**src/rtl/bsram_arb_pkg.sv**
```systemverilog
// Shared types and constants for the BSRAM port arbiter: FSM state encoding,
// master index assignments and the tag-width helper.
package bsram_arb_pkg;

    typedef enum logic [0:0] {
        ST_IDLE = 1'b0,
        ST_OWN  = 1'b1
    } arb_state_t;

    localparam int MASTER_DEMOD = 0;
    localparam int MASTER_FFT   = 1;
    localparam int MASTER_OFDM  = 2;

    // Ceiling log2, never below 1 so a tag field always has at least one bit.
    function automatic int clog2(input int value);
        int result;
        result = 1;
        for (int i = 1; i < 31; i++) begin
            if ((1 << i) < value) begin
                result = i + 1;
            end
        end
        return result;
    endfunction

endpackage

```
**src/rtl/bsram_read_tag_pipe.sv**
```systemverilog
// Shift register of {valid, owner tag} that runs alongside the BSRAM read
// latency and decodes the final stage into per-master rvalid strobes.
module bsram_read_tag_pipe #(
    parameter int DEPTH       = 2,
    parameter int TAG_W       = 2,
    parameter int NUM_MASTERS = 3
) (
    input  logic                   clk,
    input  logic                   rst_n,
    input  logic                   in_valid,
    input  logic [TAG_W-1:0]       in_tag,
    output logic [NUM_MASTERS-1:0] rvalid,
    output logic                   any_valid
);

    logic [DEPTH-1:0] valid_vec;
    logic [TAG_W-1:0] tag_vec [DEPTH];

    genvar gi;
    generate
        for (gi = 0; gi < DEPTH; gi++) begin : g_stage
            logic             valid_in;
            logic [TAG_W-1:0] tag_in;
            logic             valid_reg;
            logic [TAG_W-1:0] tag_reg;

            if (gi == 0) begin : g_head
                assign valid_in = in_valid;
                assign tag_in   = in_tag;
            end else begin : g_body
                assign valid_in = valid_vec[gi-1];
                assign tag_in   = tag_vec[gi-1];
            end

            always_ff @(posedge clk or negedge rst_n) begin
                if (!rst_n) begin
                    valid_reg <= 1'b0;
                    tag_reg   <= '0;
                end else begin
                    valid_reg <= valid_in;
                    tag_reg   <= tag_in;
                end
            end

            assign valid_vec[gi] = valid_reg;
            assign tag_vec[gi]   = tag_reg;
        end

        // Only the last stage lines up with ram_dout.
        for (gi = 0; gi < NUM_MASTERS; gi++) begin : g_decode
            assign rvalid[gi] = valid_vec[DEPTH-1] && (tag_vec[DEPTH-1] == TAG_W'(gi));
        end
    endgenerate

    assign any_valid = |valid_vec;

endmodule

```
**src/rtl/bsram_port_arbiter.sv**
```systemverilog
// Req/grant arbiter placing NUM_MASTERS masters onto one single-port BSRAM.
// Define BSRAM_ARB_ROUND_ROBIN_EN for round-robin; otherwise lowest index wins.
module bsram_port_arbiter
    import bsram_arb_pkg::*;
#(
    parameter int NUM_MASTERS  = 3,
    parameter int ADDR_WIDTH   = 11,
    parameter int DATA_WIDTH   = 32,
    parameter int READ_LATENCY = 2
) (
    input  logic                              clk,
    input  logic                              rst_n,
    input  logic [NUM_MASTERS-1:0]            m_req,
    output logic [NUM_MASTERS-1:0]            m_grant,
    input  logic [NUM_MASTERS-1:0]            m_ce,
    input  logic [NUM_MASTERS-1:0]            m_wre,
    input  logic [NUM_MASTERS*ADDR_WIDTH-1:0] m_ad,
    input  logic [NUM_MASTERS*DATA_WIDTH-1:0] m_din,
    output logic [NUM_MASTERS-1:0]            m_rvalid,
    output logic [DATA_WIDTH-1:0]             m_rdata,
    output logic                              ram_oce,
    output logic                              ram_ce,
    output logic                              ram_wre,
    output logic [ADDR_WIDTH-1:0]             ram_ad,
    output logic [DATA_WIDTH-1:0]             ram_din,
    input  logic [DATA_WIDTH-1:0]             ram_dout,
    output logic                              busy
);

    localparam int TAG_W = clog2(NUM_MASTERS);

    arb_state_t             state_reg, state_next;
    logic [NUM_MASTERS-1:0] grant_reg, grant_next;
    logic [TAG_W-1:0]       owner_reg, owner_next;
    logic [TAG_W-1:0]       win_idx;
    logic                   win_found;
    logic                   tags_busy;

    // ---------------- winner selection ----------------
`ifdef BSRAM_ARB_ROUND_ROBIN_EN
    logic [TAG_W-1:0] last_reg, last_next;

    always_comb begin
        int cand;
        win_found = 1'b0;
        win_idx   = '0;
        cand      = 0;
        for (int k = 0; k < NUM_MASTERS; k++) begin
            cand = (int'(last_reg) + 1 + k) % NUM_MASTERS;
            if (!win_found && m_req[cand]) begin
                win_found = 1'b1;
                win_idx   = TAG_W'(cand);
            end
        end
    end

    always_comb begin
        last_next = last_reg;
        if (state_reg == ST_IDLE && win_found) begin
            last_next = win_idx;
        end
    end

    // Resetting to the top index makes the very first search begin at master 0.
    always_ff @(posedge clk or negedge rst_n) begin
        if (!rst_n) begin
            last_reg <= TAG_W'(NUM_MASTERS - 1);
        end else begin
            last_reg <= last_next;
        end
    end
`else
    always_comb begin
        win_found = 1'b0;
        win_idx   = '0;
        for (int k = 0; k < NUM_MASTERS; k++) begin
            if (!win_found && m_req[k]) begin
                win_found = 1'b1;
                win_idx   = TAG_W'(k);
            end
        end
    end
`endif

    // ---------------- ownership FSM ----------------
    always_comb begin
        state_next = state_reg;
        grant_next = grant_reg;
        owner_next = owner_reg;
        case (state_reg)
            ST_IDLE: begin
                grant_next = '0;
                if (win_found) begin
                    grant_next = NUM_MASTERS'(1) << win_idx;
                    owner_next = win_idx;
                    state_next = ST_OWN;
                end
            end
            ST_OWN: begin
                // Release always passes through IDLE, leaving one ownerless cycle.
                if (!(|(m_req & grant_reg))) begin
                    grant_next = '0;
                    state_next = ST_IDLE;
                end
            end
            default: begin
                grant_next = '0;
                state_next = ST_IDLE;
            end
        endcase
    end

    always_ff @(posedge clk or negedge rst_n) begin
        if (!rst_n) begin
            state_reg <= ST_IDLE;
            grant_reg <= '0;
            owner_reg <= '0;
        end else begin
            state_reg <= state_next;
            grant_reg <= grant_next;
            owner_reg <= owner_next;
        end
    end

    // ---------------- port mux (AND-OR on the one-hot grant) ----------------
    logic [NUM_MASTERS-1:0] ce_masked;
    logic [NUM_MASTERS-1:0] wre_masked;
    logic [ADDR_WIDTH-1:0]  ad_masked  [NUM_MASTERS];
    logic [DATA_WIDTH-1:0]  din_masked [NUM_MASTERS];

    genvar gi;
    generate
        for (gi = 0; gi < NUM_MASTERS; gi++) begin : g_mask
            assign ce_masked[gi]  = grant_reg[gi] & m_ce[gi];
            assign wre_masked[gi] = grant_reg[gi] & m_wre[gi];
            assign ad_masked[gi]  = {ADDR_WIDTH{grant_reg[gi]}} & m_ad[gi*ADDR_WIDTH +: ADDR_WIDTH];
            assign din_masked[gi] = {DATA_WIDTH{grant_reg[gi]}} & m_din[gi*DATA_WIDTH +: DATA_WIDTH];
        end
    endgenerate

    always_comb begin
        ram_ad  = '0;
        ram_din = '0;
        for (int k = 0; k < NUM_MASTERS; k++) begin
            ram_ad  = ram_ad  | ad_masked[k];
            ram_din = ram_din | din_masked[k];
        end
    end

    assign ram_ce  = |ce_masked;
    assign ram_wre = |wre_masked;
    assign ram_oce = 1'b1;

    // ---------------- read tagging ----------------
    bsram_read_tag_pipe #(
        .DEPTH       (READ_LATENCY),
        .TAG_W       (TAG_W),
        .NUM_MASTERS (NUM_MASTERS)
    ) u_tag_pipe (
        .clk       (clk),
        .rst_n     (rst_n),
        .in_valid  (ram_ce & ~ram_wre),
        .in_tag    (owner_reg),
        .rvalid    (m_rvalid),
        .any_valid (tags_busy)
    );

    assign m_grant = grant_reg;
    assign m_rdata = ram_dout;
    assign busy    = (|grant_reg) | tags_busy;

endmodule

```
**config.mk**
```make
export PLATFORM = sky130hd
export DESIGN_NAME = bsram_port_arbiter
export DESIGN_NICKNAME = d
export VERILOG_FILES = /design/src/rtl/bsram_arb_pkg.sv /design/src/rtl/bsram_read_tag_pipe.sv /design/src/rtl/bsram_port_arbiter.sv
export SDC_FILE = /design/constraint.sdc
export NUM_CORES = 1
export LEC_CHECK = 0
export ABC_CLOCK_PERIOD_IN_PS = 1600
export CAP_MARGIN = 20
export CORE_AREA = 2 2 100 102
export CTS_CLUSTER_SIZE = 12
export DETAILED_ROUTE_END_ITERATION = 8
export DIE_AREA = 0 0 102 104
export HOLD_SLACK_MARGIN = 0.15
export PLACE_DENSITY = 0.59
export SLEW_MARGIN = 20
export SYNTH_ARGS = -nofsm -noshare
export SYNTH_HDL_FRONTEND = slang
export SYNTH_SLANG_ARGS = --single-unit
```
**constraint.sdc**
```tcl
create_clock -name clk -period 1.6 [get_ports clk]
set_input_delay 0.32 -clock clk [delete_from_list [all_inputs] [get_ports clk]]
set_output_delay 0.32 -clock clk [all_outputs]
set_load 0.02 [all_outputs]
```
==> impl_metrics.tcl <==
set metrics [dict create \
    die_x_um 102 \
    drt_iter0_drc 202 \
    drive_gt1_share_pct 22.2 \
    area_growth_pct 131 \
    firstDrtPassIters 8 \
    post-route-period-util_pct 118 \
    synth_compound_area_share_pct 37.3 \
    hold_start "u_tag_pipe.g_stage[0].tag_reg[0]$_DFF_PN0_" \
    fp-row-count 36 \
    cts_root_buf "clkbuf_8" \
    period_minus_slack_ns 1.88 \
    synthCells 183 \
    p_int_mw 2.17 \
    grt_pass1_wl_um 10300 \
    r2r-start "m_grant[1]$_DFFE_PN0P_" \
    ir_drop_uv 340 \
    wl_per_cell_um 15.8 \
    final_area_um2 3330 \
    power.share.combinational_pct 79.2 \
    synthXorXnorAreaFrac_pct 0 \
    clk_latency_ns 0.24 \
    final.setup_skew_ns 0.00541 \
    synthSimpleGateAreaFrac_pct 4.94 \
    synth_warnings 0 \
    cts_inserted_buffers 3 \
    start_util_pct 15.1 \
    dieArea_um2 10600 \
    via_count 2144 \
    placed_area_um2 3350 \
    switchingPower_mw 1.89 \
    yosys_register_bits 12 \
    holdPathEnd "u_tag_pipe.g_stage[1].tag_reg[0]$_DFF_PN0_" \
    status "complete, but fails checks" \
    p_sw_share_pct 46.6 \
    postCtsHoldBufs 0 \
    vias_per_cell 4.43 \
    synth.distinct_cells 23 \
    power.density_nw_per_um2 1220 \
    grt_pass1_vias 2112 \
    cts_tree "yes" \
    clkSinkCount 12 \
    power_leakage_nw 1.62 \
    power_frac_seq_pct 13.9 \
    fillers 1023 \
    grt_usage_pct 11.9 \
    grt_max_degree 32 \
    startpoint_type "flip-flop" \
    cts_max_level 1 \
    rr_worst_depth 5 \
    final_antenna_net_count 0 \
    cap_violations 0 \
    drc 0 \
    synth_nets 355 \
    critPathKind "reg -> out" \
    violations "negative setup slack" \
    coreArea_um2 9550 \
    rsz0062_at_grt "yes" \
    final_util_pct 34.9 \
    antenna_cells 0 \
    timing.final.ws_setup_ns -0.283 \
    grt_overflow 0 \
    p_clk_share_pct 6.9 \
    port_buffers 191 \
    hold_viol_final 0 \
    synth.mux.area_fraction_pct 0 \
    setup_viol 46 \
    final_net_count 524 \
    relSlewSlack_pct 63.5 \
    die_y_um 104 \
    tightestPinTransition_ns 0.546 \
    clk_pin_slew_worst_paths_ns 0.05 \
    layout_common_cells "clkdlybuf4s50_1, inv_1, a222oi_1, buf_2, buf_4" \
    clockBufferDepth 2 \
    final_max_slew_viol_count 0 \
    min_path_cells 0 \
    syn_avg_cell_area_um2 7.89 \
    critical_path.reg2reg.endpoint "state_reg$_DFF_PN0_" \
    cp.arrival_ns 1.56 \
    layout_commonest_cell "clkdlybuf4s50_1" \
    yosysSeqAreaShare_pct 20.8 \
    gp_congestion 0.762 \
    path_max_fanout 13 \
    endpoint_kind "output pin" \
    hpwl_um 5890 \
    r2r_setup_slack_ns 0.20 \
    synth_fa_ha_area_share_pct 0 \
    io-pin-count 257 \
    largest_reg_flops 4 \
    antenna_found_initial 0 \
    fmax_mhz 531 \
    worstPathRequired_ns 1.28 \
    syn_area_um2 1440 \
    min_path_type "reg -> reg" \
    drt-total-wl_um 7660 \
    synth_top_family_by_area "compound AO/OA/AOI/OAI gates" \
]
cells in the mapped netlist, drive strengths merged:
cell	instances	share of area (%)
a21oi	4	1.4
nor2	3	0.78
o21ai	3	1.0
buf	45	23
nor4	1	0.43
o2bb2ai	2	1.2
conb	1	0.26
a222oi	44	31
inv	47	12
nor3	1	0.35
or2	1	0.43
a22oi	4	2.1
nor3b	1	0.52
a211oi	1	0.52
dfrtp	12	21
a22o	1	0.61
and3b	1	0.61
nand2	7	1.8
clkbuf	4	1.0
timing repair:
action,4_1_cts,5_1_grt
cloned,0,2
resized for setup,199,21
pin swaps,18,31
setup buffers,4,2
setup endpoints to repair,52,46
logic make-up (layout without fill, tap and decap cells):
kind of cell | count (synthesis) | count (layout)
AO/OA/AOI/OAI | 59 | 59
AND/OR/NAND/NOR | 15 | 15
buffers and inverters | 96 | 264
other | 1 | 1
flip-flops | 12 | 12
worst max-delay path, stage by stage (launching register included):
cell and delay, ns:
dfrtp_2 0.45, buf_4 0.17, clkbuf_16 0.17, a222oi_1 0.30, inv_1 0.07, buf_2 0.16
power groups by stage:
| stage | registers [mW] | clock network [mW] | logic, mW |
|---|---|---|---|
| 2_1_floorplan | 0.518 | 0 | 1.76 |
| 3_3_place_gp | 0.537 | 0 | 3.34 |
| 3_5_place_dp | 0.546 | 0 | 3.36 |
| 4_1_cts | 0.556 | 0.287 | 3.01 |
| 5_1_grt | 0.583 | 0.309 | 3.43 |
| 6_report | 0.564 | 0.279 | 3.21 |
worst max path at each step:
stage	start	slack, ns	to	depth (start not counted)
4_1_cts	m_grant[0]$_DFFE_PN0P_	-0.29	ram_din[15]	5
5_1_grt	m_grant[0]$_DFFE_PN0P_	-0.36	ram_din[31]	5
3_5_place_dp	m_ce[0]	-0.55	ram_ce	5
2_1_floorplan	m_grant[0]$_DFFE_PN0P_	0.07	ram_din[12]	4
3_3_place_gp	m_ce[0]	-0.59	ram_ce	5
6_report	m_grant[1]$_DFFE_PN0P_	-0.28	ram_din[16]	5
metrics by stage:
| stage | setup WS, ns | power (mW) | hold WS [ns] | TNS (ns) | instances |
|---|---|---|---|---|---|
| 2_1_floorplan | 0.0734 | 2.28 | 0.0244 | 0 | 183 |
| 3_5_place_dp | -0.550 | 3.91 | 0.335 | -18.34 | 472 |
| 5_1_grt | -0.359 | 4.32 | 0.359 | -12.07 | 484 |
| 3_3_place_gp | -0.587 | 3.88 | 0.333 | -17.86 | 472 |
| 4_1_cts | -0.294 | 3.86 | 0.346 | -7.90 | 480 |
| 6_report | -0.283 | 4.05 | 0.346 | -8.71 | 484 |
layer usage:
layer	GRT usage, %	share of wire (%)	up-vias
li1	-	-	994
met1	12.7	36	998
met2	24.2	53	150
met3	1.75	11	2
met4	1.52	0.026	0
met5	0	0	-
area by class of cell:
cell class | count | area [µm²] | share of cell area [%]
clock buffers | 4 | 45.0 | 1.35
flip-flops and latches | 12 | 304 | 9.13
well taps | 133 | 166 | 4.99
repair buffers | 213 | 2010 | 60.3
inverters | 47 | 176 | 5.29
multi-input cells | 75 | 629 | 18.9
(Power assumes the default switching activity.)
